--- src/rtl/grf_wb_arbiter_pkg.sv ---
// Shared widths, grant-source encoding and the buffered write-back entry type.
package grf_wb_arbiter_pkg;

    localparam int REG_W  = 5;
    localparam int DATA_W = 32;
    localparam int NREGS  = 32;

    // Which writer owns the GRF write port this cycle.
    typedef enum logic [1:0] {
        GNT_NONE = 2'd0,
        GNT_PIPE = 2'd1,
        GNT_MDU  = 2'd2
    } gnt_src_t;

    // One buffered MDU result: destination register and data.
    typedef struct packed {
        logic [REG_W-1:0]  a3;
        logic [DATA_W-1:0] wd;
    } wb_entry_t;

endpackage

--- src/rtl/grf_wb_arbiter_fifo.sv ---
// Circular buffer for MDU results; pointers carry one extra wrap bit so
// full and empty can be told apart without a separate count.
module wb_fifo
    import grf_wb_arbiter_pkg::*;
#(
    parameter int DEPTH = 2
) (
    input  logic      clk,
    input  logic      reset,
    input  logic      push,
    input  wb_entry_t push_data,
    input  logic      pop,
    output logic      full,
    output logic      empty,
    output wb_entry_t head
);

    localparam int AW = $clog2(DEPTH);

    logic [AW:0] wr_ptr;
    logic [AW:0] rd_ptr;
    wb_entry_t   mem [DEPTH];

    // Pointer advance; the caller never pushes when full nor pops when empty.
    always_ff @(posedge clk) begin
        if (!reset) begin
            wr_ptr <= '0;
            rd_ptr <= '0;
        end else begin
            if (push) wr_ptr <= wr_ptr + (AW+1)'(1);
            if (pop)  rd_ptr <= rd_ptr + (AW+1)'(1);
        end
    end

    // Entry storage; stale contents are harmless because the pointers reset.
    always_ff @(posedge clk) begin
        if (push) mem[wr_ptr[AW-1:0]] <= push_data;
    end

    assign empty = (wr_ptr == rd_ptr);
    assign full  = (wr_ptr[AW] != rd_ptr[AW]) && (wr_ptr[AW-1:0] == rd_ptr[AW-1:0]);
    assign head  = mem[rd_ptr[AW-1:0]];

endmodule

--- src/rtl/grf_wb_arbiter.sv ---
// Arbitrates the single GRF write port between the W stage and buffered MDU
// results, tracks registers with an MDU write in flight, and stalls D on hazards.
module grf_wb_arbiter
    import grf_wb_arbiter_pkg::*;
#(
    parameter int DEPTH      = 2,
    parameter int STARVE_MAX = 4
) (
    input  logic              clk,
    input  logic              reset,
    input  logic              W_RegWrite,
    input  logic [REG_W-1:0]  W_A3,
    input  logic [DATA_W-1:0] W_WD,
    input  logic              mdu_issue,
    input  logic [REG_W-1:0]  mdu_A3,
    input  logic              mdu_valid,
    output logic              mdu_ready,
    input  logic [REG_W-1:0]  mdu_res_A3,
    input  logic [DATA_W-1:0] mdu_res_WD,
    input  logic [REG_W-1:0]  D_rs,
    input  logic [REG_W-1:0]  D_rt,
    input  logic [REG_W-1:0]  D_A3,
    input  logic              D_RegWrite,
    output logic              D_stall,
    output logic              pipe_hold,
    output logic              G_we,
    output logic [REG_W-1:0]  G_A3,
    output logic [DATA_W-1:0] G_WD
);

    localparam int SW = $clog2(STARVE_MAX + 1);
    localparam int OW = $clog2(DEPTH + 1);
    localparam logic [SW-1:0] STARVE_LIM = SW'(STARVE_MAX);
    localparam logic [OW-1:0] OUT_LIM    = OW'(DEPTH);

    logic             full;
    logic             empty;
    logic             head_valid;
    logic             push;
    logic             pop;
    wb_entry_t        head;
    wb_entry_t        push_data;
    gnt_src_t         gnt;
    logic             issue_ok;
    logic             rs_hazard;
    logic             rt_hazard;
    logic             waw_hazard;
    logic             full_hazard;
    logic [SW-1:0]    starve_cnt;
    logic [OW-1:0]    outstanding;
    logic [NREGS-1:0] pending;
    logic [NREGS-1:0] pending_nxt;

    assign push_data  = '{a3: mdu_res_A3, wd: mdu_res_WD};
    assign mdu_ready  = ~full;
    assign push       = mdu_valid & ~full;
    assign head_valid = ~empty;
    assign pop        = (gnt == GNT_MDU);
    assign pipe_hold  = head_valid && (starve_cnt == STARVE_LIM);
    assign issue_ok   = mdu_issue & ~D_stall;

    wb_fifo #(.DEPTH(DEPTH)) u_fifo (
        .clk       (clk),
        .reset     (reset),
        .push      (push),
        .push_data (push_data),
        .pop       (pop),
        .full      (full),
        .empty     (empty),
        .head      (head)
    );

    // Write-port grant: a starved FIFO head wins, otherwise the pipeline has priority.
    always_comb begin
        gnt  = GNT_NONE;
        G_A3 = '0;
        G_WD = '0;
        if (pipe_hold)       gnt = GNT_MDU;
        else if (W_RegWrite) gnt = GNT_PIPE;
        else if (head_valid) gnt = GNT_MDU;
        case (gnt)
            GNT_PIPE: begin
                G_A3 = W_A3;
                G_WD = W_WD;
            end
            GNT_MDU: begin
                G_A3 = head.a3;
                G_WD = head.wd;
            end
            default: ;
        endcase
        G_we = (gnt != GNT_NONE) && (G_A3 != '0);
    end

    // D-stage hazards; a source being written by the head this cycle is bypassed in GRF.
    always_comb begin
        rs_hazard   = pending[D_rs] && !(pop && (head.a3 == D_rs));
        rt_hazard   = pending[D_rt] && !(pop && (head.a3 == D_rt));
        waw_hazard  = D_RegWrite && pending[D_A3];
        full_hazard = mdu_issue && (outstanding == OUT_LIM);
        D_stall     = rs_hazard | rt_hazard | waw_hazard | full_hazard | pipe_hold;
    end

    // Scoreboard update: a same-cycle set beats the clear, $0 is never pending.
    always_comb begin
        pending_nxt = pending;
        if (pop)      pending_nxt[head.a3] = 1'b0;
        if (issue_ok) pending_nxt[mdu_A3]  = 1'b1;
        pending_nxt[0] = 1'b0;
    end

    // Scoreboard register.
    always_ff @(posedge clk) begin
        if (!reset) pending <= '0;
        else        pending <= pending_nxt;
    end

    // Starvation counter for the FIFO head, saturating at the hold threshold.
    always_ff @(posedge clk) begin
        if (!reset) begin
            starve_cnt <= '0;
        end else if (!head_valid || pop) begin
            starve_cnt <= '0;
        end else if (starve_cnt != STARVE_LIM) begin
            starve_cnt <= starve_cnt + SW'(1);
        end
    end

    // Outstanding MDU writes: issued and not yet retired through the FIFO.
    always_ff @(posedge clk) begin
        if (!reset) begin
            outstanding <= '0;
        end else begin
            case ({issue_ok, pop})
                2'b10:   outstanding <= outstanding + OW'(1);
                2'b01:   outstanding <= outstanding - OW'(1);
                default: ;
            endcase
        end
    end

endmodule

--- config.mk ---
export PLATFORM = sky130hd
export DESIGN_NAME = grf_wb_arbiter
export DESIGN_NICKNAME = d
export VERILOG_FILES = /design/src/rtl/grf_wb_arbiter_pkg.sv /design/src/rtl/grf_wb_arbiter_fifo.sv /design/src/rtl/grf_wb_arbiter.sv
export SDC_FILE = /design/constraint.sdc
export NUM_CORES = 1
export LEC_CHECK = 0
export ABC_AREA = 1
export BUFFER_PORTS_ARGS = -buffer_cell sky130_fd_sc_hd__buf_2
export CAP_MARGIN = 15
export CORE_MARGIN = 2
export CORE_UTILIZATION = 40
export DETAILED_ROUTE_END_ITERATION = 7
export GPL_TIMING_DRIVEN = 0
export SETUP_SLACK_MARGIN = 0.3
export SLEW_MARGIN = 25
export SYNTH_ARGS = -nofsm -noshare
export SYNTH_HDL_FRONTEND = slang
export SYNTH_HIERARCHICAL = 1
export SYNTH_SLANG_ARGS = --single-unit
--- constraint.sdc ---
create_clock -name clk -period 4.21 [get_ports clk]
set_clock_uncertainty 0.15 [all_clocks]
set_input_delay 0.6315 -clock clk [delete_from_list [all_inputs] [get_ports clk]]
set_output_delay 0.6315 -clock clk [all_outputs]
set_load 0.01 [all_outputs]
# Word level (Yosys, flattened, before mapping)
# Memory sizes are Yosys's and may differ from the RTL's. A register that Yosys moved wholly into a read port is not among the register bits.
# Cells that the tools add are included.
# Widths: inputs -> output; s select.
# op_classes
n_addsub,5
order_cmp,7
eq_ne,12
n_mux,22
bitwise_logic,13
reduce_logical,18
# ops
op,count
$mux 32,2
$pmux 32 s2,1
$and 32x32->32,1
$not 32->32,1
$or 32x32->32,1
$lt 5x6->1 const B,5
$bmux 1 s5,3
$logic_and 1x1->1,11
$demux 1 s5,2
$eq 5x5->1,2
$ge 5x1->1 const B,2
$pmux 5 s2,1
$mux 1,9
$add 2x1->2 const B,3
$eq 2x2->1 const B,3
$mux 2,3
$reduce_bool 5->1,1
$eq 2x1->1 const B,2
$not 1->1,4
$or 1x1->1,4
$pmux 2 s2,1
$reduce_bool 2->1,2
$add 3x1->3 const B,1
$eq 3x3->1 const B,1
9 further kinds,11
# totals
ff_bits,41
ramBits,74
input_bits,100
out_inout_bits,41
word_cells,84
memories,1
# mem_list
memory,words,word_bits,read_ports,rd_ports_with_merged_regs,wr,line_no,text
u_fifo.mem,2,37,1,1,1,grf_wb_arbiter_fifo.sv:22,wb_entry_t mem [DEPTH];

# Depth between registers and ports, before layout
# Gate-level depths: netlist (run 1).
# logic_depth
depth_word,16
depth_mapped,18
mapped_depth_nobuf,17

# Modules after synthesis
# The synthesis (run 1) kept the hierarchy.
# by_module_without_submodules
module,n_inst,cells_each,area_per_inst_um2
grf_wb_arbiter,1,561,3712.3
wb_fifo,1,232,3076.7

# Least setup slack after synthesis (run 1)
# No wires, ideal clock.
# synth_path
path_kind,input to register
startpoint,input port mdu_valid
endpoint,"memory u_fifo/mem[0][0] (netlist bit), enable pin"
setup_time_ns,0.431
t_arrival_ns,2.462
t_required_ns,3.629
slack_ns,1.167
stages,4
n_path_buf,0
cell_sequence,inv_1 nor2_1 inv_1 nor2_1
# synth_between
elab_chain_cells,3
# synth_lines
element,line_no,text
"start, declared",grf_wb_arbiter.sv:16,"input logic mdu_valid,"
$and 1x1->1,grf_wb_arbiter.sv:56,assign push = mdu_valid & ~full;
named net push,grf_wb_arbiter.sv:39,logic push;
$mux 1,grf_wb_arbiter_fifo.sv:37,if (push) mem[wr_ptr[AW-1:0]] <= push_data;
$mux 1 (implied by the code),grf_wb_arbiter_fifo.sv:37,
"end, declared",grf_wb_arbiter_fifo.sv:22,
# The timed path passes the listed nets, and every way through them passes these cells.

# Worst setup path after layout (run 1)
# layout_path
startpoint,register u_fifo.wr_ptr[0]
endpoint,output port G_WD[10]
# layout_between
elab_chain_cells,6
word_cells_on_any_way,9
classes_between,eq/ne: 3; mux: 4; bitwise: 1; reduce/logical: 1
# layout_lines
element,line_no,text
"start, declared",grf_wb_arbiter_fifo.sv:20,logic [AW:0] wr_ptr;
"start signal, assigned",grf_wb_arbiter_fifo.sv:30,if (push) wr_ptr <= wr_ptr + (AW+1)'(1);
$eq 2x2->1 *,grf_wb_arbiter_fifo.sv:40,assign empty = (wr_ptr == rd_ptr);
named net empty,grf_wb_arbiter.sv:37,logic empty;
$mux 2 or $not 1->1 (tied branches),"grf_wb_arbiter.sv:80, grf_wb_arbiter.sv:57",
$mux 2 or $logic_and 1x1->1 (tied branches),"grf_wb_arbiter.sv:79, grf_wb_arbiter.sv:59",
$mux 2 *,grf_wb_arbiter.sv:78,if (pipe_hold) gnt = GNT_MDU;
$eq 2x2->1 or $eq 2x1->1 (tied branches),grf_wb_arbiter.sv:81,case (gnt)
$pmux 32 s2 *,grf_wb_arbiter.sv:81,
"end, declared",grf_wb_arbiter.sv:28,output logic [DATA_W-1:0] G_WD
# The timed path passes the listed nets; every way through them passes the cells marked *.

==> results of run 1 <==
metal layers:
layer | vias up | part of all wire, % | routed length [µm]
met1 | 2796 | 44 | 8090
met5 | - | 0.071 | 13
met4 | 2 | 0.80 | 148
met3 | 13 | 5.2 | 958
met2 | 160 | 50 | 9180
li1 | 3004 | - | -
registers in the layout, indices dropped and copies added, names as in the netlist, named ones only:
signal and count:
u_fifo/mem 74, pending 31, starve_cnt 3, outstanding 2, u_fifo/rd_ptr 2, u_fifo/wr_ptr 2
report_power, final:
part / internal (µW) / total, µW / leakage, µW / switching (µW)
registers: 1270 / 1300 / 0.00102 / 21.6
clock network: 873 / 1400 / 0.000274 / 528
logic: 261 / 682 / 0.00217 / 421
worst max-delay path: stages (launching register included):
cell                       delay (ps)
sky130_fd_sc_hd__dfxtp_1          450
sky130_fd_sc_hd__inv_1             90
sky130_fd_sc_hd__nand2_1           60
sky130_fd_sc_hd__nand2_1           60
sky130_fd_sc_hd__nor2_1           310
sky130_fd_sc_hd__inv_1             80
sky130_fd_sc_hd__nand3_1          110
sky130_fd_sc_hd__clkbuf_1         440
sky130_fd_sc_hd__buf_1            460
sky130_fd_sc_hd__a32o_1           240
sky130_fd_sc_hd__buf_2            130
final cells by class:
class,instances,area [µm²]
Sequential cell,115,3040
Tap cell,220,275
Multi-Input combinational cell,525,2980
Buffer,46,365
Timing Repair Buffer,135,721
Clock buffer,17,425
Inverter,107,409
Clock inverter,15,156
Fill cell,1641,8210
cells in the mapped netlist (4+ instances only):
library cell,n,share of area [%]
sky130_fd_sc_hd__nor2_1,49,2.7
sky130_fd_sc_hd__o21ai_0,52,3.8
sky130_fd_sc_hd__a21oi_1,8,0.59
sky130_fd_sc_hd__nand3_2,30,4.4
sky130_fd_sc_hd__buf_2,4,0.29
sky130_fd_sc_hd__nand2_1,161,8.9
sky130_fd_sc_hd__edfxtp_1,74,33
sky130_fd_sc_hd__buf_1,6,0.33
sky130_fd_sc_hd__nand3_1,114,8.4
sky130_fd_sc_hd__a21oi_2,28,3.6
sky130_fd_sc_hd__dfxtp_1,41,12
sky130_fd_sc_hd__clkbuf_1,14,0.77
sky130_fd_sc_hd__xor2_1,5,0.65
sky130_fd_sc_hd__xnor2_1,6,0.77
sky130_fd_sc_hd__buf_6,18,3.0
sky130_fd_sc_hd__o21ai_2,20,2.6
sky130_fd_sc_hd__a32o_1,32,4.7
sky130_fd_sc_hd__inv_1,101,5.6
worst max-delay path by stage:
stage,start,endpoint
finish,u_fifo/wr_ptr[0]$_SDFFE_PN0P_,G_WD[10]
global placement,mdu_valid,u_fifo/mem[0][15]$_DFFE_PP_
global route,u_fifo/wr_ptr[0]$_SDFFE_PN0P_,G_WD[10]
CTS,u_fifo/wr_ptr[0]$_SDFFE_PN0P_,G_WD[5]
floorplan,mdu_valid,u_fifo/mem[0][0]$_DFFE_PP_
detailed placement,u_fifo/wr_ptr[0]$_SDFFE_PN0P_,G_WD[5]
cells by family after synthesis:
kind of cell / after synthesis
buffers and inverters: 153
adder cells (fa/ha/maj): 3
AO/OA/AOI/OAI: 146
AND/OR/NAND/NOR: 365
flip-flops: 115
XOR/XNOR: 11
through the flow:
| stage | hold WS, ps | power, µW | cell area (µm²) |
|---|---|---|---|
| 2_1_floorplan | 267 | 1770 | 6790 |
| 3_3_place_gp | 285 | 1990 | 7730 |
| 3_5_place_dp | 291 | 2000 | 7790 |
| 4_1_cts | 247 | 3400 | 8370 |
| 5_1_grt | 238 | 3530 | 8370 |
| 6_report | 260 | 3380 | 8370 |
==> insert_results.sql, run 1 <==
INSERT INTO impl_metrics (metric_group, metric, value, unit) VALUES
('layout', 'finalNonFillerCells', '1180', ''),
('route', 'wl', '18400', 'µm'),
('cts', 'h-tree-depth', '4', ''),
('sta', 'timing.final.hold_violations', '0', ''),
('global_routing', 'globalRoute.totalOverflow', '0', ''),
('sta', 'setup_violations', '0', ''),
('sta', 'maxSlewViolCount', '0', ''),
('global_routing', 'grt_total_usage', '20.8', '%'),
('layout', 'final_common_cell', 'sky130_fd_sc_hd__nand2_1', ''),
('cts', 'clkTransAtPathRegs', '60', 'ps'),
('die', 'start_util', '40.9', '%'),
('min_path', 'timing.hold.worst_path_depth', '1', ''),
('place', 'gp_congestion', '0.859', ''),
('logic_synthesis', 'post_synth_mux_area_share', '0', '%'),
('global_routing', 'pin_count_of_the_biggest_net_entering_global_routing', '21', ''),
('layout', 'flow.area_growth_from_synthesis', '23.4', '%'),
('run_status', 'outcome', 'finished, final reports clean', ''),
('global_routing', 'global_route.usage.met3', '5.67', '%'),
('min_path', 'hold_path.startpoint', 'mdu_res_WD[8]', ''),
('global_routing', 'antenna_violations_before_repair', '1', ''),
('layout', 'layout-drive-gt1-share', '29.6', '%'),
('sta', 'worstMarginPinSlew', '709', 'ps'),
('die', 'io_pins', '141', ''),
('route', 'route.antenna.remaining_nets', '0', ''),
('logic_synthesis', 'ys_async_sr_fraction', '0', '%'),
('logic_synthesis', 'synth_xor_area_share', '1.42', '%'),
('setup_path', 'worstPathMaxFanout', '10', ''),
('cts', 'cts_hold_repair.buffers', '0', ''),
('cts', 'cts.root.buffer_cell', 'sky130_fd_sc_hd__clkbuf_16', ''),
('logic_synthesis', 'simple_gate_share_of_the_synthesized_area', '25.8', '%'),
('global_routing', 'grt_pass1_vias', '5686', ''),
('cts', 'tritoncts.num_buffers', '17', ''),
('cts', 'tritoncts_clock_tree', 'done', ''),
('global_routing', 'global_route.usage.met2', '35.7', '%'),
('logic_synthesis', 'synth_warnings', '6', ''),
('flow_run', 'drv_cap', '0', ''),
('die', 'die_w', '134', 'µm'),
('logic_synthesis', 'syn_area', '6790', 'µm²'),
('place', 'detailed_place_hpwl', '14200', 'µm'),
('die', 'fp.coreArea', '16600', 'µm²'),
('sta', 'achievable-frequency', '0.276', 'GHz'),
('sta', 'rsz0062_at_grt', 'no', ''),
('layout', 'nNetsFinal', '1050', ''),
('logic_synthesis', 'netlist-cell-type-count', '34', ''),
('power_and_ir_drop', 'p_per_area', '403', 'nW/µm²'),
('setup_path', 'startpoint_type', 'register', ''),
('route', 'firstDrtPassIters', '4', ''),
('cts', 'insertion_delay_to_the_later_sink_of_the_worst_skew_pair', '410', 'ps'),
('sta', 'postLayoutSetupSlackWorst', '581', 'ps'),
('route', 'wl_per_cell', '15.6', 'µm'),
('logic_synthesis', 'synth-main-ff-cell', 'sky130_fd_sc_hd__edfxtp_1', ''),
('logic_synthesis', 'synth-seq-area-share', '44.8', '%'),
('sta', 'slew_headroom', '52.3', '%'),
('logic_synthesis', 'synthCells', '793', ''),
('logic_synthesis', 'synth_area_per_cell', '8.56', 'µm²'),
('setup_path', 'timing.setup.critical_path_class', 'register to primary output', ''),
('setup_path', 'crit_arrival', '2850', 'ps'),
('setup_path', 'endpoint_kind', 'primary output', ''),
('power_and_ir_drop', 'leakage_power_total', '0.00347', 'µW'),
('setup_path', 'rrSetupSlack', '940', 'ps'),
('place', 'dp_cells', '1148', ''),
('logic_synthesis', 'number_of_enable_type_register_cells_in_the_synthesized_netlist', '74', ''),
('logic_synthesis', 'postSynthNetCount', '896', ''),
('layout', 'final_core_util', '50.5', '%'),
('route', 'routed_via_density', '5.06', ''),
('logic_synthesis', 'synth_seq_cells', '115', ''),
('logic_synthesis', 'dominant_combinational_cell_family_by_area_after_synthesis', 'simple AND/OR/NAND/NOR gates', ''),
('logic_synthesis', 'synth-compound-area-share', '16.0', '%'),
('min_path', 'min_delay_worst_endpoint', 'u_fifo/mem[1][8]$_DFFE_PP_', ''),
('route', 'dr_total_vias', '5975', ''),
('global_routing', 'grt_first_pass_wirelength', '29200', 'µm');
Note: power is estimated with default switching activity, not from simulation.
==> run 2: changes to the inputs <==
Settings changed: CELL_PAD_IN_SITES_DETAIL_PLACEMENT set to 1, CELL_PAD_IN_SITES_GLOBAL_PLACEMENT set to 1, PLACE_DENSITY_LB_ADDON set to 0.1.
==> run 2 against run 1 <==
Non-clock buffer count is 1 higher; flip-flop and latch count is the same; routed wire length increased by 20%; critical path depth increased by 2; first-iteration DRC count shrank 8.8%; utilization rose by 0.075 points; worst setup slack got worse by 45 ps; global-route usage increased by 4.4 points; clock power hardly changed; cell area increased by 0.15%; sequential power barely moved.
==> insert_results.sql, run 2 (same netlist as run 1, synthesis figures left out) <==
INSERT INTO impl_metrics (metric_group, metric, value, unit) VALUES
('run_status', 'outcome', 'finished, final reports clean', ''),
('die', 'die_w', '134', 'µm'),
('global_routing', 'grt_total_usage', '25.2', '%'),
('sta', 'worstMarginPinSlew', '687', 'ps'),
('layout', 'flow.area_growth_from_synthesis', '23.5', '%'),
('setup_path', 'worst-endpoint-required', '3430', 'ps'),
('setup_path', 'cp_slowest_stage_delay', '420', 'ps'),
('die', 'num_rows', '47', ''),
('route', 'wl', '22000', 'µm'),
('sta', 'setup_violations', '0', ''),
('sta', 'layout_min_cycle_time', '3670', 'ps'),
('die', 'dieArea', '18000', 'µm²'),
('flow_run', 'drv_cap', '0', ''),
('sta', 'maxSlewViolCount', '0', ''),
('route', 'wl_per_cell', '18.6', 'µm'),
('setup_path', 'timing.setup.critical_path_class', 'register to primary output', ''),
('setup_path', 'endpoint_kind', 'primary output', ''),
('sta', 'fin_tns_setup', '0', 'ps'),
('global_routing', 'grt_first_pass_wirelength', '34900', 'µm'),
('route', 'route.antenna.remaining_nets', '0', ''),
('setup_path', 'critical_path.n_buffers_inverters', '5', ''),
('cts', 'cts.root.buffer_cell', 'sky130_fd_sc_hd__clkbuf_16', ''),
('setup_path', 'worstSetupPathDepth', '12', ''),
('setup_path', 'startpoint_type', 'register', ''),
('layout', 'final_common_cell', 'sky130_fd_sc_hd__nand2_1', ''),
('cts', 'clkTransAtPathRegs', '70', 'ps'),
('setup_path', 'critical_path.most_common_cell', 'sky130_fd_sc_hd__clkbuf_1', ''),
('setup_path', 'crit_path_top_delay_cell', 'sky130_fd_sc_hd__clkbuf_1', ''),
('sta', 'fin_hold_ws', '237', 'ps'),
('global_routing', 'globalRoute.totalOverflow', '0', ''),
('sta', 'slew_headroom', '53.7', '%'),
('global_routing', 'grt_pass1_vias', '6637', ''),
('die', 'io_pins', '141', ''),
('power_and_ir_drop', 'vdd_ir_drop_max', '0.471', 'mV'),
('sta', 'rsz0062_at_grt', 'no', ''),
('min_path', 'hold_path_class', 'primary input to register', ''),
('setup_path', 'timing.critical_path.cells', 'clkbuf_1, o21ai_0, clkbuf_1, xor2_1, nor3_2, nand4_1, nand3_2, nand2_4, nor2_8, buf_12, inv_1, buf_2', ''),
('cts', 'clk_path_buf_depth', '2', ''),
('setup_path', 'ff2ff_path_depth', '15', ''),
('cts', 'post-cts-setup-buffer-count', '0', ''),
('power_and_ir_drop', 'leakage_power_total', '0.00349', 'µW'),
('global_routing', 'grt-busiest-layer', 'met2', ''),
('die', 'start_util', '40.9', '%'),
('setup_path', 'worstPathMaxFanout', '10', ''),
('layout', 'layout-drive-gt1-share', '29.9', '%'),
('global_routing', 'pin_count_of_the_biggest_net_entering_global_routing', '30', ''),
('route', 'routed_via_density', '5.25', ''),
('setup_path', 'critical_path_capture_point', 'D_stall', ''),
('layout', 'largest_register_ff_count', '74', ''),
('place', 'buffer_ports.inserted', '133', ''),
('layout', 'layout_common_cells', 'sky130_fd_sc_hd__nand2_1, sky130_fd_sc_hd__buf_2, sky130_fd_sc_hd__nand3_1', ''),
('setup_path', 'crit_arrival', '2890', 'ps'),
('die', 'fp.coreArea', '16600', 'µm²'),
('global_routing', 'use_met1', '29.2', '%'),
('layout', 'nNetsFinal', '1051', ''),
('route', 'detail_route.drc_violations', '0', ''),
('cts', 'post_cts_resize_count', '0', ''),
('die', 'floorplan_die_height', '134', 'µm'),
('power_and_ir_drop', 'p_per_area', '408', 'nW/µm²'),
('setup_path', 'rr_endpoint', 'outstanding[1]$_SDFFE_PN0P_', ''),
('place', 'detailed_place_hpwl', '17100', 'µm'),
('setup_path', 'cp_delay_by_family_top', 'buffers and inverters', ''),
('cts', 'insertion_delay_to_the_later_sink_of_the_worst_skew_pair', '420', 'ps'),
('sta', 'layout_worst_path_cycle_share', '87.3', '%'),
('sta', 'timing.final.hold_violations', '0', ''),
('global_routing', 'global_route.usage.met2', '45.2', '%'),
('route', 'first_iter_violations', '363', ''),
('route', 'dr_total_vias', '6221', ''),
('global_routing', 'antenna_violations_before_repair', '3', ''),
('cts', 'h-tree-depth', '4', ''),
('setup_path', 'rrSetupSlack', '900', 'ps'),
('sta', 'achievable-frequency', '0.272', 'GHz'),
('cts', 'cts_hold_repair.buffers', '0', ''),
('route', 'firstDrtPassIters', '5', ''),
('layout', 'fillers', '2050', ''),
('global_routing', 'global_route.usage.met3', '6.39', '%'),
('place', 'gp_congestion', '0.874', ''),
('cts', 'tritoncts_clock_tree', 'done', ''),
('cts', 'tritoncts.num_buffers', '17', ''),
('cts', 'cts.sink_count', '115', '');
run 2: cell count changes in the layout (fill, tap and decap cells not counted), sizes merged:
cell | before | now
inv | 107 | 112
clkinv | 9 | 8
bufinv | 2 | 1
diode | 0 | 3
clkbuf | 31 | 33
clkinvlp | 4 | 0
run 2: how the worst min path moves through the flow:
stage | slack [ps] | cells after the start | to | from
5_1_grt | 230 | 1 | u_fifo/mem[1][31]$_DFFE_PP_ | mdu_res_WD[31]
2_1_floorplan | 270 | 1 | starve_cnt[0]$_SDFFE_PP0P_ | starve_cnt[0]$_SDFFE_PP0P_
6_report | 240 | 1 | u_fifo/mem[1][18]$_DFFE_PP_ | mdu_res_WD[18]
3_3_place_gp | 280 | 1 | starve_cnt[0]$_SDFFE_PP0P_ | starve_cnt[0]$_SDFFE_PP0P_
3_5_place_dp | 300 | 1 | starve_cnt[0]$_SDFFE_PP0P_ | starve_cnt[0]$_SDFFE_PP0P_
4_1_cts | 230 | 1 | u_fifo/mem[1][18]$_DFFE_PP_ | mdu_res_WD[18]
run 2: cell type report:
class                           instances  area (µm²)  share of cell area [%]
Antenna cell                            3        7.51                  0.0895
Buffer                                 46         368                    4.39
Clock buffer                           18         429                    5.12
Clock inverter                         14         143                    1.70
Inverter                              107         409                    4.88
Multi-Input combinational cell        525        2980                    35.5
Sequential cell                       115        3040                    36.3
Tap cell                              220         275                    3.28
Timing Repair Buffer                  136         733                    8.74
run 2: routing by layer:
layer / share of wire (%) / wire length, µm / vias to the layer above
li1: - / - / 3024
met1: 40 / 8850 / 2982
met2: 52 / 11500 / 178
met3: 5.1 / 1130 / 37
met4: 2.7 / 590 / 0
met5: 0 / 0 / -
run 2: where the power goes:
part	internal, µW	leakage [µW]	total, µW	switching (µW)
clock network	830	0.000283	1420	588
registers	1270	0.00102	1300	24.2
logic	265	0.00218	706	441
total	2370	0.00349	3420	1050
run 2: metrics by stage:
stage	util, %	total power, µW	cell area [µm²]	cells	setup slack, ps
finish	50.6	3420	8390	1184	535
global route	50.5	3570	8380	1181	337
CTS	50.5	3450	8380	1181	442
detailed placement	47.1	2030	7800	1149	834
global placement	46.6	1980	7730	1146	54.5
floorplan	-	1770	6790	793	1170
==> run 3: changes to the inputs <==
Settings changed: PLACE_DENSITY set to 0.9, PLACE_DENSITY_LB_ADDON 0.1 to not set.
==> run 3 against run 2 <==
Flip-flop and latch count is the same; worst setup slack lost 150 ps; register-to-register slack lost 110 ps; clock power is essentially flat; count of clock-buffer cells in the layout shrank 1; combinational power grew 4.4%; total power grew 1.6%; sequential share of layout area grew 0.054 points; cell count shrank 0.34%; critical path type unchanged; non-clock buffer count shrank 1; critical path depth grew 2; critical endpoint unchanged; global-route usage grew 2.7 points.
==> insert_results.sql, run 3 (same netlist as run 1, synthesis figures left out) <==
INSERT INTO impl_metrics (metric_group, metric, value, unit) VALUES
('power_and_ir_drop', 'report.power.total', '3480', 'µW'),
('sta', 'slew_headroom', '45.4', '%'),
('power_and_ir_drop', 'vdd_ir_drop_max', '0.237', 'mV'),
('global_routing', 'grt_total_usage', '27.9', '%'),
('route', 'routed_via_density', '5.65', ''),
('global_routing', 'pin_count_of_the_biggest_net_entering_global_routing', '28', ''),
('cts', 'tritoncts.num_buffers', '17', ''),
('route', 'route.antenna.remaining_nets', '0', ''),
('global_routing', 'globalRoute.totalOverflow', '0', ''),
('setup_path', 'timing.setup.critical_path_class', 'register to primary output', ''),
('layout', 'nNetsFinal', '1050', ''),
('route', 'wl', '24900', 'µm'),
('die', 'fp.coreArea', '16600', 'µm²'),
('run_status', 'outcome', 'finished, final reports clean', ''),
('power_and_ir_drop', 'p_per_area', '415', 'nW/µm²'),
('min_path', 'timing.hold.worst_path_depth', '1', ''),
('layout', 'layout-drive-gt1-share', '30.0', '%'),
('layout', 'flow.area_growth_from_synthesis', '23.4', '%'),
('setup_path', 'crit_arrival', '3050', 'ps'),
('layout', 'largest_register_ff_count', '74', ''),
('layout', 'diodes', '0', ''),
('cts', 'cts.root.buffer_cell', 'sky130_fd_sc_hd__clkbuf_16', ''),
('setup_path', 'crit_path_top_delay_cell', 'sky130_fd_sc_hd__dfxtp_1', ''),
('cts', 'cts.sink_count', '115', ''),
('sta', 'layout_min_cycle_time', '3830', 'ps'),
('place', 'detailedPlace.worstSlack', '779', 'ps'),
('setup_path', 'endpoint_kind', 'primary output', ''),
('place', 'dp_cells', '1148', ''),
('sta', 'maxSlewViolCount', '0', ''),
('min_path', 'hold_path_class', 'primary input to register', ''),
('die', 'num_rows', '47', ''),
('setup_path', 'ff2ff_path_depth', '17', ''),
('route', 'detail_route.drc_violations', '0', ''),
('power_and_ir_drop', 'leakage_power_total', '0.00348', 'µW'),
('cts', 'insertion_delay_to_the_later_sink_of_the_worst_skew_pair', '430', 'ps'),
('place', 'buffer_ports.inserted', '133', ''),
('layout', 'finalNonFillerCells', '1180', ''),
('place', 'detailed_place_hpwl', '17500', 'µm'),
('sta', 'rsz0062_at_grt', 'yes', ''),
('die', 'io_pins', '141', ''),
('setup_path', 'worst-endpoint-required', '3430', 'ps'),
('route', 'wl_per_cell', '21.1', 'µm'),
('cts', 'clkTransAtPathRegs', '60', 'ps'),
('die', 'dieArea', '18000', 'µm²'),
('setup_path', 'timing.critical_path.cells', 'buf_6, buf_6, nand2_1, o21ai_0, clkbuf_1, xor2_1, nor3_2, nand4_1, nand3_2, nand2_4, nor2_8, buf_12, inv_1, buf_2', ''),
('sta', 'postLayoutSetupSlackWorst', '382', 'ps'),
('setup_path', 'worstPathMaxFanout', '10', ''),
('flow_run', 'drv_cap', '0', ''),
('layout', 'final_common_cell', 'sky130_fd_sc_hd__nand2_1', ''),
('sta', 'setup_violations', '0', ''),
('route', 'dr_total_vias', '6671', ''),
('die', 'die_w', '134', 'µm'),
('sta', 'achievable-frequency', '0.261', 'GHz'),
('global_routing', 'antenna_violations_before_repair', '0', ''),
('cts', 'clk_path_buf_depth', '2', ''),
('layout', 'layout_common_cells', 'sky130_fd_sc_hd__nand2_1, sky130_fd_sc_hd__buf_2, sky130_fd_sc_hd__nand3_1', ''),
('setup_path', 'critical_path.most_common_cell', 'sky130_fd_sc_hd__buf_6', ''),
('route', 'firstDrtPassIters', '7', ''),
('sta', 'worstMarginPinSlew', '819', 'ps'),
('die', 'floorplan_die_height', '134', 'µm'),
('cts', 'tritoncts_clock_tree', 'done', ''),
('die', 'start_util', '40.9', '%'),
('sta', 'timing.final.hold_violations', '0', ''),
('global_routing', 'grt_first_pass_wirelength', '38700', 'µm'),
('global_routing', 'grt_pass1_vias', '7068', ''),
('setup_path', 'cp_slowest_stage_delay', '380', 'ps'),
('sta', 'layout_worst_path_cycle_share', '90.9', '%'),
('place', 'gp_congestion', '0.865', ''),
('sta', 'fin_tns_setup', '0', 'ps'),
('setup_path', 'startpoint_type', 'register', ''),
('cts', 'h-tree-depth', '4', ''),
('route', 'first_iter_violations', '524', '');
## run 3: routing by layer
metal	track usage (%)	vias up	wire length (µm)	share of wire [%]
li1	-	3014	-	-
met1	32.1	3248	9690	39
met2	50.8	318	12800	52
met3	4.99	91	1250	5.0
met4	12.2	0	1110	4.5
met5	0	-	0	0
## run 3: path summary, 6_finish.rpt
kind	startpoint	endpoint	slack [ps]
max reg2reg	register	outstanding[1]$_SDFFE_PN0P_	790
min	mdu_res_WD[21]	u_fifo/mem[0][21]$_DFFE_PP_	240
max	register	D_stall	380
min reg2reg	starve_cnt[0]$_SDFFE_PP0P_	starve_cnt[0]$_SDFFE_PP0P_	330
## run 3: power breakdown
group / leakage [µW] / internal, µW / switching [µW]
clock: 0.000281 / 873 / 562
sequential: 0.00102 / 1270 / 30.5
combinational: 0.00218 / 261 / 475
total: 0.00348 / 2410 / 1070
## run 3: repair_timing
action                                  in CTS  in global routing
pin swaps                                    0                  0
gates resized for setup                      1                  5
buffers inserted                             0                  0
hold buffers                                 0                  0
endpoints found under the setup margin       1                 27
## run 3: per-stage QoR
step                hold WS, ps  util [%]  cell area, µm²
floorplan                   267         -            6790
global placement            280      46.6            7730
detailed placement          318      46.9            7780
CTS                         233      50.5            8370
global route                232      50.5            8370
finish                      244      50.5            8370
## run 3: worst max-delay path, delay by kind of cell (launching register included)
kind / cells / cell delay [ps]
AO/OA/AOI/OAI: 1 / 120
XOR/XNOR: 1 / 140
flip-flops: 1 / 380
buffers and inverters: 6 / 1110
AND/OR/NAND/NOR: 6 / 880
## run 3: layout make-up
cell class	instances	area (µm²)
clock buffer	17	425
clock inverter	15	159
fill	2022	8210
sequential	115	3040
tap	220	275
buffer	46	370
multi-input combinational	525	2980
inverter	107	409
timing repair buffer	135	713
